## config.mk

```make
export PLATFORM = sky130hd
export DESIGN_NAME = lab1_sweep_ctrl
export DESIGN_NICKNAME = d
export VERILOG_FILES = /design/src/rtl/lab1_sweep_pkg.sv /design/src/rtl/lab1_settle_timer.sv /design/src/rtl/lab1_sweep_ctrl.sv
export SDC_FILE = /design/constraint.sdc
export NUM_CORES = 1
export LEC_CHECK = 0
export CAP_MARGIN = 20
export CORE_UTILIZATION = 50
export CTS_CLUSTER_DIAMETER = 30
export DETAILED_ROUTE_END_ITERATION = 10
export PLACE_DENSITY = 0.76
export REMOVE_ABC_BUFFERS = 1
export SLEW_MARGIN = 20
export SYNTH_ARGS = -nofsm -noshare
export SYNTH_HDL_FRONTEND = slang
export SYNTH_SLANG_ARGS = --single-unit
```

## constraint.sdc

```tcl
create_clock -name clk -period 4.36 [get_ports clk]
set_clock_uncertainty 0.05 [all_clocks]
set_input_delay 0.654 -clock clk [delete_from_list [all_inputs] [get_ports clk]]
set_output_delay 0.654 -clock clk [all_outputs]
set_load 0.05 [all_outputs]
```

## src/rtl/lab1_sweep_pkg.sv

```systemverilog
// rtl/lab1_sweep_pkg.sv - shared state encoding and default parameters for the Lab1 sweep controller.
package lab1_sweep_pkg;

  localparam int N_IN_DEF       = 4;
  localparam int SETTLE_CYC_DEF = 3;

  typedef enum logic [2:0] {
    ST_IDLE   = 3'd0,
    ST_DRIVE  = 3'd1,
    ST_SETTLE = 3'd2,
    ST_SAMPLE = 3'd3,
    ST_FIN    = 3'd4
  } state_e;

endpackage

```

## src/rtl/lab1_settle_timer.sv

```systemverilog
// rtl/lab1_settle_timer.sv - 8-bit loadable down-counter; expire flags the last settle cycle.
module lab1_settle_timer (
  input  logic       clk,
  input  logic       rst,
  input  logic       load,
  input  logic       en,
  input  logic [7:0] load_val,
  output logic       expire
);

  logic [7:0] cnt_q;
  logic [7:0] cnt_d;

  always_comb begin
    cnt_d = cnt_q;
    if (load) begin
      cnt_d = load_val;
    end else if (en) begin
      cnt_d = cnt_q - 8'd1;
    end
  end

  always_ff @(posedge clk or posedge rst) begin
    if (rst) begin
      cnt_q <= 8'd0;
    end else begin
      cnt_q <= cnt_d;
    end
  end

  // Expiry at 1 (not 0) so a load of N yields exactly N cycles in SETTLE.
  assign expire = (cnt_q == 8'd1);

endmodule

```

## src/rtl/lab1_sweep_ctrl.sv

```systemverilog
// rtl/lab1_sweep_ctrl.sv - exhaustive truth-table sweep of the Lab1 function with expected-table compare.
// Optional SWEEP_STOP_ON_FAIL_EN: end the sweep at the first mismatching code.
module lab1_sweep_ctrl
  import lab1_sweep_pkg::*;
#(
  parameter int N_IN       = N_IN_DEF,
  parameter int SETTLE_CYC = SETTLE_CYC_DEF,
  parameter int TW         = 1 << N_IN
) (
  input  logic            clk,
  input  logic            rst,
  input  logic            start,
  input  logic [TW-1:0]   expect_tt,
  output logic [N_IN-1:0] abcd,
  input  logic            f_in,
  output logic            busy,
  output logic            done,
  output logic            pass,
  output logic [TW-1:0]   tt,
  output logic [N_IN-1:0] fail_idx,
  output logic [N_IN:0]   fail_cnt
);

  state_e          state_q, state_d;
  logic [N_IN-1:0] idx_q, idx_d;
  logic [N_IN-1:0] abcd_q, abcd_d;
  logic            busy_q, busy_d;
  logic            done_q, done_d;
  logic            pass_q, pass_d;
  logic [TW-1:0]   tt_q, tt_d;
  logic [TW-1:0]   exp_q, exp_d;
  logic [N_IN-1:0] fail_idx_q, fail_idx_d;
  logic [N_IN:0]   fail_cnt_q, fail_cnt_d;
  logic            tmr_load, tmr_en, tmr_expire;
  logic            mismatch;

  lab1_settle_timer u_timer (
    .clk      (clk),
    .rst      (rst),
    .load     (tmr_load),
    .en       (tmr_en),
    .load_val (8'(SETTLE_CYC)),
    .expire   (tmr_expire)
  );

  assign mismatch = (f_in != exp_q[idx_q]);

  always_comb begin
    state_d    = state_q;
    idx_d      = idx_q;
    abcd_d     = abcd_q;
    busy_d     = busy_q;
    done_d     = 1'b0;
    pass_d     = pass_q;
    tt_d       = tt_q;
    exp_d      = exp_q;
    fail_idx_d = fail_idx_q;
    fail_cnt_d = fail_cnt_q;
    tmr_load   = 1'b0;
    tmr_en     = 1'b0;
    case (state_q)
      ST_IDLE: begin
        busy_d = 1'b0;
        if (start) begin
          exp_d      = expect_tt;
          tt_d       = '0;
          fail_cnt_d = '0;
          fail_idx_d = '0;
          pass_d     = 1'b0;
          idx_d      = '0;
          busy_d     = 1'b1;
          state_d    = ST_DRIVE;
        end
      end
      ST_DRIVE: begin
        abcd_d   = idx_q;
        tmr_load = 1'b1;
        state_d  = ST_SETTLE;
      end
      ST_SETTLE: begin
        if (tmr_expire) begin
          state_d = ST_SAMPLE;
        end else begin
          tmr_en = 1'b1;
        end
      end
      ST_SAMPLE: begin
        tt_d[idx_q] = f_in;
        if (mismatch) begin
          fail_cnt_d = fail_cnt_q + 1'b1;
          if (fail_cnt_q == '0) begin
            fail_idx_d = idx_q;
          end
        end
`ifdef SWEEP_STOP_ON_FAIL_EN
        if (mismatch || idx_q == N_IN'(TW - 1)) begin
          state_d = ST_FIN;
        end else begin
          idx_d   = idx_q + 1'b1;
          state_d = ST_DRIVE;
        end
`else
        if (idx_q == N_IN'(TW - 1)) begin
          state_d = ST_FIN;
        end else begin
          idx_d   = idx_q + 1'b1;
          state_d = ST_DRIVE;
        end
`endif
      end
      ST_FIN: begin
        // fail_cnt_q already includes the final sample's result here.
        done_d  = 1'b1;
        busy_d  = 1'b1;
        pass_d  = (fail_cnt_q == '0);
        abcd_d  = '0;
        state_d = ST_IDLE;
      end
      default: begin
        state_d = ST_IDLE;
      end
    endcase
  end

  always_ff @(posedge clk or posedge rst) begin
    if (rst) begin
      state_q    <= ST_IDLE;
      idx_q      <= '0;
      abcd_q     <= '0;
      busy_q     <= 1'b0;
      done_q     <= 1'b0;
      pass_q     <= 1'b0;
      tt_q       <= '0;
      exp_q      <= '0;
      fail_idx_q <= '0;
      fail_cnt_q <= '0;
    end else begin
      state_q    <= state_d;
      idx_q      <= idx_d;
      abcd_q     <= abcd_d;
      busy_q     <= busy_d;
      done_q     <= done_d;
      pass_q     <= pass_d;
      tt_q       <= tt_d;
      exp_q      <= exp_d;
      fail_idx_q <= fail_idx_d;
      fail_cnt_q <= fail_cnt_d;
    end
  end

  assign abcd     = abcd_q;
  assign busy     = busy_q;
  assign done     = done_q;
  assign pass     = pass_q;
  assign tt       = tt_q;
  assign fail_idx = fail_idx_q;
  assign fail_cnt = fail_cnt_q;

endmodule

```

==> results of run 1 <==
-- stage by stage --
stage / total power [mW] / instances / cell area (um^2)
2_1_floorplan: 2.02 / 262 / 3020
3_3_place_gp: 2.41 / 390 / 3650
3_5_place_dp: 2.44 / 390 / 3650
4_1_cts: 2.95 / 406 / 3850
5_1_grt: 3.13 / 406 / 3850
6_report: 2.93 / 406 / 3850
-- cell type report --
type | count | area [um^2]
Clock inverter | 6 | 60.1
Sequential cell | 63 | 1580
Tap cell | 75 | 93.8
Multi-Input combinational cell | 190 | 1420
Timing Repair Buffer | 53 | 526
Fill cell | 500 | 2110
Inverter | 9 | 33.8
Clock buffer | 10 | 138
-- cells in the mapped netlist (6+ instances only) --
| library cell | instances | share of area (%) |
|---|---|---|
| nand2b_1 | 6 | 1.2 |
| xnor2_1 | 6 | 1.7 |
| ha_1 | 8 | 3.2 |
| dfrtp_1 | 63 | 51 |
| o21ai_0 | 33 | 5.3 |
| mux2_2 | 16 | 5.8 |
| a22o_1 | 9 | 2.5 |
| a21oi_1 | 14 | 2.3 |
| nand2_1 | 12 | 1.5 |
| clkbuf_1 | 10 | 1.2 |
| nor2_1 | 20 | 2.4 |
| nand3_1 | 11 | 1.8 |
| inv_1 | 9 | 1.1 |
-- metal layers --
metal	up-vias	share of wire, %	GRT usage [%]
met4	0	1.1	10.2
met1	1118	45	29.3
met3	8	5.4	5.45
met5	-	0	0
li1	1090	-	-
met2	65	49	33.5
-- registers in the layout (all words and copies together) (netlist names) --
signal / cells
state_q: 3
idx_q: 4
busy: 1
fail_cnt: 5
fail_idx: 4
done: 1
tt: 16
u_timer.cnt_q: 8
pass: 1
exp_q: 16
abcd: 4
-- logic make-up after synthesis --
| group | count (synthesis) |
|---|---|
| adders and majority gates | 8 |
| and+or+nand+nor | 78 |
| DFF | 63 |
| AOI/OAI and AO/OA | 67 |
| xor gates and xnor gates | 10 |
| buffers and inverters | 24 |
| muxes | 27 |
-- power by group through the flow --
stage	Combinational (mW)	Sequential (mW)	Clock [mW]
after detailed placement	1.39	1.05	0
after floorplan	0.767	1.26	0
after global routing	1.52	1.07	0.539
after CTS	1.40	1.04	0.513
after global placement	1.37	1.04	0
final	1.39	1.04	0.505
-- worst register-to-register path, cell delays in order, from the launching register on --
cell and delay [ns]:
dfrtp_1 0.56, mux4_1 0.61, mux4_2 0.52, xnor2_4 0.20, or4_2 0.63, nand3_1 0.10
-- final timing paths --
path / from / endpoint / slack [ns] / cells after the start
max: idx_q[1]$_DFFE_PP0P_ / fail_cnt[4]$_DFFE_PP0P_ / 1.63 / 5
min: pass$_DFFE_PP0P_ / pass$_DFFE_PP0P_ / 0.45 / 1
max reg2reg: idx_q[1]$_DFFE_PP0P_ / fail_cnt[4]$_DFFE_PP0P_ / 1.63 / 5
min reg2reg: pass$_DFFE_PP0P_ / pass$_DFFE_PP0P_ / 0.45 / 1
max in group asynchronous: rst / exp_q[0]$_DFFE_PP0P_ / 2.73 / 3
min in group asynchronous: rst / abcd[3]$_DFFE_PP0P_ / 0.70 / 2
==> results by group, run 1 <==
Flow run
  – Max-cap viol count: 0

STA
  – Setup TNS: 0 ns
  – Fmax: 0.366 GHz
  – Slew Viols, Final: 0
  – # setup viols final: 0
  – Final hold viol count: 0
  – Fin worst setup slack: roughly 1.6 ns
  – RSZ-0062 raised after global routing: false
  – Worst Tran Pin Value: 0.989 ns
  – Final Critical Period: 2.73 ns
  – Headroom to the max-slew limit: 33.8%
  – Worst hold margin: 0.453 ns
  – Tcrit/Tclk final: 62.6%

Final layout
  – Synthesis-to-finish area growth: 24.4%
  – Share of layout cells above drive strength 1: 15.4%
  – Nets: between 300 and 400
  – Fin util: 64.6%
  – Most frequent cells in the layout: 63 x dfrtp_1, 51 x clkdlybuf4s50_1, 33 x o21ai_0
  – N_diodes: 0
  – Most common cell after layout, fill and taps aside: dfrtp_1

Global routing
  – Vias in the first global route: ~2200
  – GRT Util Overall: 22.0%
  – Largest net degree at the start of global routing: 37
  – Global-route wire length before repair: 10.7 mm
  – Antenna violations before repair: 0
  – Total grt overflow: 0

CTS
  – CTS tree: built
  – Post-CTS sizing: 0
  – H-tree depth: 3
  – Clk_lat worst skew: ~0.34 ns
  – Worst-case clock buffer depth: 2
  – Clock transition at path regs: 0.07 ns
  – CTS buffer count: 9
  – Post-CTS Setup Bufs: 0
  – Clk root buf: clkbuf_8
  – Hold buffers post-CTS: 0
  – CTS sink count: between 60 and 70

Power and ir drop
  – Peak VDD IR: roughly 0.00033 V
  – Logic pwr share: between 40% and 50%
  – Sw frac: 43.5%
  – P_int: 1.66 mW
  – Pleak: 1.66 nW
  – Share of power burned in registers: 35.3%
  – PwrDens: 763 nW/um^2
  – P_sw: 1.28 mW
  – Clock share of power: 17.2%

Synth
  – Largest family of logic cells by synthesized area: simple AND/OR/NAND/NOR gates
  – Sequential cell area fraction in the yosys report: 51.0%
  – Warnings, synthesis: 0
  – Synth Cell Area: 3090 um^2
  – Synth Area in Adders: approximately 3.2%
  – Synth Area in XOR/XNOR: between 3 and 4%
  – Synthesized instance count: approximately 280
  – Mux contribution to synthesized area: between 10% and 20%
  – Synth async-reset ratio: 100%
  – Synth Area in Compound Gates: 12.9%
  – Predominant post-synthesis flop cell: dfrtp_1
  – Number of synthesized flops with an enable pin: 0
  – Syn_area_per_cell: 11.2 um^2
  – Post-synthesis register bit count: 63
  – Synth unique cells: between 40 and 50
  – Simple-Gate Fraction of Synth Area: about 14%

Die
  – IO Pins: 52
  – Die width: 80.7 um
  – Die area: roughly 6500 um^2
  – Die Height: 80.7 um
  – Initial Utilization: about half
  – Row count: 28
  – Core Footprint: 5960 um^2

Worst setup path
  – Critical path class: register to register
  – Worst-path cell chain: mux4_1 -> mux4_2 -> xnor2_4 -> or4_2 -> nand3_1
  – Data arrival, critical path: approximately 3 ns
  – Max FO, Critical Path: 10
  – CP delay by family, top: multiplexers
  – Worst Setup End Kind: register
  – Critical path launch point type: register
  – Crit-path slowest cell: or4_2
  – CP Data Required Time: between 4 and 5 ns
  – Slowest stage delay, CP: 0.63 ns
  – CP Buf/Inv Count: 0

Detailed routing
  – WL per Instance: 15.4 um
  – Vias per Instance: approximately 5.6
  – WL final: 6.26 mm
  – Initial drt markers: around 130
  – Routed vias: 2281
  – Pre-antenna DRT Iters: 4
  – # DRC: 0
  – Antenna-violating nets left: 0

Min path
  – Hold crit path type: register to register

Placement
  – Dpl hpwl: about 4.3 mm
  – # port buffers: 51
  – DP Worst Slack: 1.62 ns
  – GPL Wtd Cong: 0.805

Run status
  – Status: completed
Note: power is estimated with default switching activity, not from simulation.
==> inputs of run 2 (changes only) <==
==> constraint.sdc (replaced) <==
create_clock -name clk -period 2.8 [get_ports clk]
set_clock_uncertainty 0.05 [all_clocks]
set_input_delay 0.42 -clock clk [delete_from_list [all_inputs] [get_ports clk]]
set_output_delay 0.42 -clock clk [all_outputs]
set_load 0.05 [all_outputs]
==> run 2 against run 1 <==
Compared with the run above:
- critical path depth did not move
- first-iteration DRC count up 17%
- final area increased by 0.65%
- largest power group unchanged
==> results by group, run 2 (synthesized netlist as in run 1, its figures left out) <==
Die
  – Die Height: 80.7 um (unchanged)
  – Initial Utilization: 51.9% (unchanged)
  – Die area: 6500 um^2 (unchanged)
  – IO Pins: 52 (unchanged)
  – Row count: 28 (unchanged)
  – Die width: 80.7 um (unchanged)
  – Core Footprint: 5960 um^2 (unchanged)

Global routing
  – Global routing usage on met3: 5.80% (was 5.45%)
  – Global routing's busiest layer: met2 (unchanged)
  – Largest net degree at the start of global routing: 64 (was 37)
  – Antenna violations before repair: 0 (unchanged)
  – GRT Util Overall: 21.9% (was 22.0%)
  – Vias in the first global route: 2238 (was 2207)
  – GRT met1 Usage: 28.8% (was 29.3%)
  – Met2 usage: 34.7% (was 33.5%)
  – Global-route wire length before repair: 10.6 mm (was 10.7 mm)
  – Total grt overflow: 0 (unchanged)

Detailed routing
  – Initial drt markers: 149 (was 127)
  – Routed vias: 2285 (was 2281)
  – WL per Instance: 15.5 um (was 15.4 um)
  – Vias per Instance: 5.57 (was 5.62)
  – WL final: 6.36 mm (was 6.26 mm)
  – Antenna-violating nets left: 0 (unchanged)
  – Pre-antenna DRT Iters: 4 (unchanged)
  – # DRC: 0 (unchanged)

CTS
  – CTS buffer count: 9 (unchanged)
  – Clk_lat worst skew: 0.34 ns (about the same)
  – H-tree depth: 3 (unchanged)
  – Hold buffers post-CTS: 0 (unchanged)
  – Clock transition at path regs: 0.07 ns (about the same)
  – Worst-case clock buffer depth: 2 (unchanged)
  – Post-CTS sizing: 0 (unchanged)
  – Post-CTS Setup Bufs: 0 (unchanged)
  – CTS sink count: 63 (unchanged)
  – Clk root buf: clkbuf_8 (unchanged)
  – CTS tree: built (unchanged)

STA
  – # setup viols final: 0 (unchanged)
  – Setup TNS: 0 ns (unchanged)
  – Final hold viol count: 0 (unchanged)
  – RSZ-0062 raised after global routing: false (unchanged)
  – Fmax: 0.383 GHz (was 0.366 GHz)
  – Fin worst setup slack: 0.186 ns (was 1.63 ns)
  – Worst Tran Pin Value: 0.781 ns (was 0.989 ns)
  – Tcrit/Tclk final: 93.4% (was 62.6%)
  – Slew Viols, Final: 0 (unchanged)
  – Headroom to the max-slew limit: 47.9% (was 33.8%)
  – Worst hold margin: 0.448 ns (was 0.453 ns)
  – Final Critical Period: 2.61 ns (was 2.73 ns)

Worst setup path
  – Crit-path slowest cell: or4_2 (unchanged)
  – Reg-to-reg endpoint: fail_cnt[3]$_DFFE_PP0P_ (was fail_cnt[4]$_DFFE_PP0P_)
  – Worst-path cell chain: mux4_1 -> mux4_2 -> xnor2_4 -> or4_2 -> nand3_1 (unchanged)
  – Critical R2R Launch: idx_q[1]$_DFFE_PP0P_ (unchanged)
  – Worst Setup End Kind: register (unchanged)
  – CP Buf/Inv Count: 0 (unchanged)
  – Slowest stage delay, CP: 0.62 ns (was 0.63 ns)
  – Reg2Reg Setup Slack: 0.19 ns (was 1.63 ns)
  – CP delay by family, top: multiplexers (unchanged)
  – Max FO, Critical Path: 8 (was 10)
  – Critical path class: register to register (unchanged)
  – Data arrival, critical path: 2.84 ns (was 2.96 ns)
  – Register-to-Register Path Depth: 5 (unchanged)
  – CP Data Required Time: 3.02 ns (was 4.59 ns)
  – Critical path launch point type: register (unchanged)

Run status
  – Status: completed (unchanged)

Min path
  – Hold path endpoint: exp_q[1]$_DFFE_PP0P_ (was pass$_DFFE_PP0P_)
  – Worst hold stages: 1 (unchanged)
  – Hold Path Origin: exp_q[1]$_DFFE_PP0P_ (was pass$_DFFE_PP0P_)
  – Hold crit path type: register to register (unchanged)

Final layout
  – Most common cell after layout, fill and taps aside: dfrtp_1 (unchanged)
  – Nets: 361 (was 354)
  – Share of layout cells above drive strength 1: 16.4% (was 15.4%)
  – Most frequent cells in the layout: 63 x dfrtp_1, 51 x clkdlybuf4s50_1, 33 x o21ai_0 (unchanged)
  – Synthesis-to-finish area growth: 25.2% (was 24.4%)
  – N_diodes: 0 (unchanged)
  – Fill count: 476 (was 500)

Power and ir drop
  – Share of power burned in registers: 33.9% (was 35.3%)
  – Pleak: 1.69 nW (was 1.66 nW)
  – Peak VDD IR: 0.000595 V (was 0.000329 V)
  – Sw frac: 43.2% (was 43.5%)
  – P_sw: 1.98 mW (was 1.28 mW)
  – Logic pwr share: 50.9% (was 47.4%)
  – PwrDens: 1180 nW/um^2 (was 763 nW/um^2)
  – P_int: 2.61 mW (was 1.66 mW)
  – Clock share of power: 15.2% (was 17.2%)

Placement
  – # port buffers: 51 (unchanged)
  – Dpl hpwl: 4.42 mm (was 4.33 mm)
  – DP Worst Slack: 0.168 ns (was 1.62 ns)
  – GPL Wtd Cong: 0.786 (was 0.805)

Flow run
  – Max-cap viol count: 0 (unchanged)
-- run 2: cell count changes in the layout (fill, tap and decap cells not counted) --
cell / previous run / this run
buf_4: 2 / 9
clkbuf_8: 10 / 12
clkinv_2: 3 / 1
clkinvlp_4: 2 / 0
bufinv_16: 1 / 0
-- run 2: layout make-up --
class / instances / area [um^2] / share of cell area [%]
Inverter: 9 / 33.8 / 0.873
Sequential cell: 63 / 1580 / 40.7
Timing Repair Buffer: 60 / 578 / 14.9
Tap cell: 75 / 93.8 / 2.42
Clock buffer: 12 / 165 / 4.27
Multi-Input combinational cell: 190 / 1420 / 36.7
Clock inverter: 1 / 5.00 / 0.129
-- run 2: worst max path at each step --
stage | start | to | slack, ns | cells after the start
2_1_floorplan | state_q[0]$_DFFE_PP0P_ | tt[0]$_DFFE_PP0P_ | -0.20 | 4
3_3_place_gp | idx_q[1]$_DFFE_PP0P_ | fail_cnt[4]$_DFFE_PP0P_ | 0.24 | 5
3_5_place_dp | idx_q[1]$_DFFE_PP0P_ | fail_cnt[3]$_DFFE_PP0P_ | 0.17 | 5
4_1_cts | idx_q[1]$_DFFE_PP0P_ | fail_cnt[3]$_DFFE_PP0P_ | 0.15 | 5
5_1_grt | idx_q[1]$_DFFE_PP0P_ | fail_cnt[3]$_DFFE_PP0P_ | 0.06 | 5
6_report | idx_q[1]$_DFFE_PP0P_ | fail_cnt[3]$_DFFE_PP0P_ | 0.19 | 5
-- run 2: metrics by stage --
step | utilization (%) | power, mW | area [um^2] | cells
6_report | 65.0 | 4.59 | 3870 | 410
3_3_place_gp | 62.1 | 3.84 | 3700 | 397
4_1_cts | 65.0 | 4.63 | 3870 | 410
3_5_place_dp | 62.1 | 3.91 | 3700 | 397
2_1_floorplan | - | 3.15 | 3020 | 262
5_1_grt | 65.0 | 4.91 | 3870 | 410
-- run 2: power by group through the flow --
stage | logic (mW) | clock network, mW | registers, mW
floorplan | 1.19 | 0 | 1.96
global placement | 2.29 | 0 | 1.56
detailed placement | 2.34 | 0 | 1.57
CTS | 2.35 | 0.719 | 1.56
global route | 2.54 | 0.754 | 1.61
finish | 2.33 | 0.699 | 1.55
-- run 2: routing by layer --
metal,wire length (um),vias to the layer above
met5,0,-
met4,67,0
met3,364,10
met2,3050,74
met1,2880,1100
li1,-,1101
==> inputs of run 3 (changes only) <==
--- a/config.mk
+++ b/config.mk
@@ -6,10 +6,11 @@
 export NUM_CORES = 1
 export LEC_CHECK = 0
 export CAP_MARGIN = 20
+export CORE_ASPECT_RATIO = 1.5
 export CORE_UTILIZATION = 50
 export CTS_CLUSTER_DIAMETER = 30
 export DETAILED_ROUTE_END_ITERATION = 10
-export PLACE_DENSITY = 0.76
+export DONT_BUFFER_PORTS = 1
 export REMOVE_ABC_BUFFERS = 1
 export SLEW_MARGIN = 20
 export SYNTH_ARGS = -nofsm -noshare
==> run 3 against run 2 <==
Compared with the run above:
- first-iteration DRC count down 15%
- count of clock-buffer cells in the layout rose by 1
- core utilization decreased by 6.4 points
- via count shrank 8.0%
- global-route usage is 1.1 points higher
- clock power rose by 28%
- critical path type unchanged
- largest cell class unchanged
- highest routed layer unchanged
==> results by group, run 3 (synthesized netlist as in run 1, its figures left out) <==
Final layout
  – Share of layout cells above drive strength 1: 20.6% (was 16.4%)
  – Synthesis-to-finish area growth: 11.2% (was 25.2%)
  – Most frequent cells in the layout: 63 x dfrtp_1, 33 x o21ai_0, 20 x nor2_1 (was 63 x dfrtp_1, 51 x clkdlybuf4s50_1, 33 x o21ai_0)
  – Fin util: 58.6% (was 65.0%)
  – Most common cell after layout, fill and taps aside: dfrtp_1 (unchanged)
  – Finished Layout Cells: 363 (was 410)
  – N_diodes: 0 (unchanged)
  – Nets: 314 (was 361)

Global routing
  – GRT Util Overall: 23.0% (was 21.9%)
  – Largest net degree at the start of global routing: 64 (unchanged)
  – Global-route wire length before repair: 11.0 mm (was 10.6 mm)
  – Total grt overflow: 0 (unchanged)
  – Vias in the first global route: 2227 (was 2238)
  – Antenna violations before repair: 0 (unchanged)

Die
  – Die area: 6510 um^2 (was 6500 um^2)
  – IO Pins: 52 (unchanged)
  – Initial Utilization: 52.7% (was 51.9%)
  – Row count: 34 (was 28)
  – Core Footprint: 5870 um^2 (was 5960 um^2)
  – Die Height: 98.3 um (was 80.7 um)
  – Die width: 66.2 um (was 80.7 um)

STA
  – Worst hold margin: 0.138 ns (was 0.448 ns)
  – Fmax: 0.387 GHz (was 0.383 GHz)
  – # setup viols final: 0 (unchanged)
  – Final Critical Period: 2.59 ns (was 2.61 ns)
  – Headroom to the max-slew limit: 47.9% (about the same)
  – Tcrit/Tclk final: 92.3% (was 93.4%)
  – RSZ-0062 raised after global routing: false (unchanged)
  – Final hold viol count: 0 (unchanged)
  – Slew Viols, Final: 0 (unchanged)
  – Worst Tran Pin Value: 0.781 ns (about the same)
  – Fin worst setup slack: 0.215 ns (was 0.186 ns)

CTS
  – Clk_lat worst skew: 0.35 ns (was 0.34 ns)
  – Clk root buf: clkbuf_8 (unchanged)
  – H-tree depth: 3 (unchanged)
  – Post-CTS Setup Bufs: 0 (unchanged)
  – Clock transition at path regs: 0.07 ns (about the same)
  – CTS buffer count: 9 (unchanged)
  – CTS sink count: 63 (unchanged)
  – CTS tree: built (unchanged)
  – Worst-case clock buffer depth: 2 (unchanged)
  – Hold buffers post-CTS: 0 (unchanged)
  – Post-CTS sizing: 0 (unchanged)

Detailed routing
  – Antenna-violating nets left: 0 (unchanged)
  – # DRC: 0 (unchanged)
  – Routed vias: 2102 (was 2285)
  – Pre-antenna DRT Iters: 4 (unchanged)
  – WL per Instance: 17.7 um (was 15.5 um)
  – WL final: 6.42 mm (was 6.36 mm)
  – Vias per Instance: 5.79 (was 5.57)
  – Initial drt markers: 127 (was 149)

Worst setup path
  – Worst Setup End Kind: register (unchanged)
  – Reg-to-reg endpoint: fail_cnt[4]$_DFFE_PP0P_ (was fail_cnt[3]$_DFFE_PP0P_)
  – Critical R2R Launch: idx_q[1]$_DFFE_PP0P_ (unchanged)
  – Worst Setup EP: fail_cnt[4]$_DFFE_PP0P_ (was fail_cnt[3]$_DFFE_PP0P_)
  – Critical path class: register to register (unchanged)
  – Critical path launch point type: register (unchanged)
  – Reg2Reg Setup Slack: 0.21 ns (was 0.19 ns)
  – Worst setup startpoint: idx_q[1]$_DFFE_PP0P_ (unchanged)
  – Max FO, Critical Path: 8 (unchanged)
  – Data arrival, critical path: 2.82 ns (was 2.84 ns)
  – Register-to-Register Path Depth: 5 (unchanged)
  – CP Data Required Time: 3.03 ns (was 3.02 ns)

Flow run
  – Max-cap viol count: 0 (unchanged)

Placement
  – Placed Cells: 347 (was 397)
  – # port buffers: 0 (was 51)
  – Dpl hpwl: 4.44 mm (was 4.42 mm)
  – GPL Wtd Cong: 0.810 (was 0.786)
  – DP Worst Slack: 0.215 ns (was 0.168 ns)

Power and ir drop
  – Pleak: 1.55 nW (was 1.69 nW)
  – PwrDens: 1330 nW/um^2 (was 1180 nW/um^2)
  – Peak VDD IR: 0.000624 V (was 0.000595 V)
  – Total power: 4.57 mW (was 4.59 mW)

Min path
  – Hold crit path type: input port to async pin (was register to register)

Run status
  – Status: completed (unchanged)
## run 3: per-layer routing
| metal | GRT usage [%] | up-vias | wire length, um |
|---|---|---|---|
| li1 | - | 1015 | - |
| met1 | 27.0 | 1022 | 2650 |
| met4 | 12.3 | 0 | 170 |
| met2 | 37.6 | 52 | 3250 |
| met5 | 0 | - | 0 |
| met3 | 6.07 | 13 | 348 |
## run 3: cell type report
cell class | count | area (um^2)
multi-input cells | 190 | 1420
flip-flops and latches | 63 | 1580
fillers | 499 | 2430
inverters | 9 | 33.8
clock buffers | 13 | 159
clock inverters | 3 | 65.1
repair buffers | 13 | 97.6
well taps | 72 | 90.1
## run 3: power by group
| part | leakage, nW | switching, mW | internal, mW | total, mW |
|---|---|---|---|---|
| clock | 0.114 | 0.344 | 0.549 | 0.893 |
| combinational | 0.617 | 0.950 | 0.792 | 1.74 |
| sequential | 0.818 | 0.697 | 1.23 | 1.93 |
| total | 1.55 | 1.99 | 2.58 | 4.57 |
## run 3: worst min path at each step
stage,startpoint,cells past startpoint,to
6_report,rst,2,fail_idx[0]$_DFFE_PP0P_
5_1_grt,expect_tt[12],1,exp_q[12]$_DFFE_PP0P_
4_1_cts,f_in,2,tt[7]$_DFFE_PP0P_
3_5_place_dp,exp_q[7]$_DFFE_PP0P_,1,exp_q[7]$_DFFE_PP0P_
3_3_place_gp,exp_q[7]$_DFFE_PP0P_,1,exp_q[7]$_DFFE_PP0P_
2_1_floorplan,exp_q[2]$_DFFE_PP0P_,1,exp_q[2]$_DFFE_PP0P_
## run 3: through the flow
stage          setup TNS, ns  instance area (um^2)
2_1_floorplan          -3.22                  3020
3_3_place_gp               0                  3220
3_5_place_dp               0                  3220
4_1_cts                    0                  3440
5_1_grt                    0                  3440
6_report                   0                  3440
## run 3: critical path, cell delays in order (launching register included)
cell and delay [ns]:
dfrtp_1 0.46, mux4_1 0.58, mux4_2 0.53, xnor2_4 0.20
or4_2 0.61, nand3_1 0.09
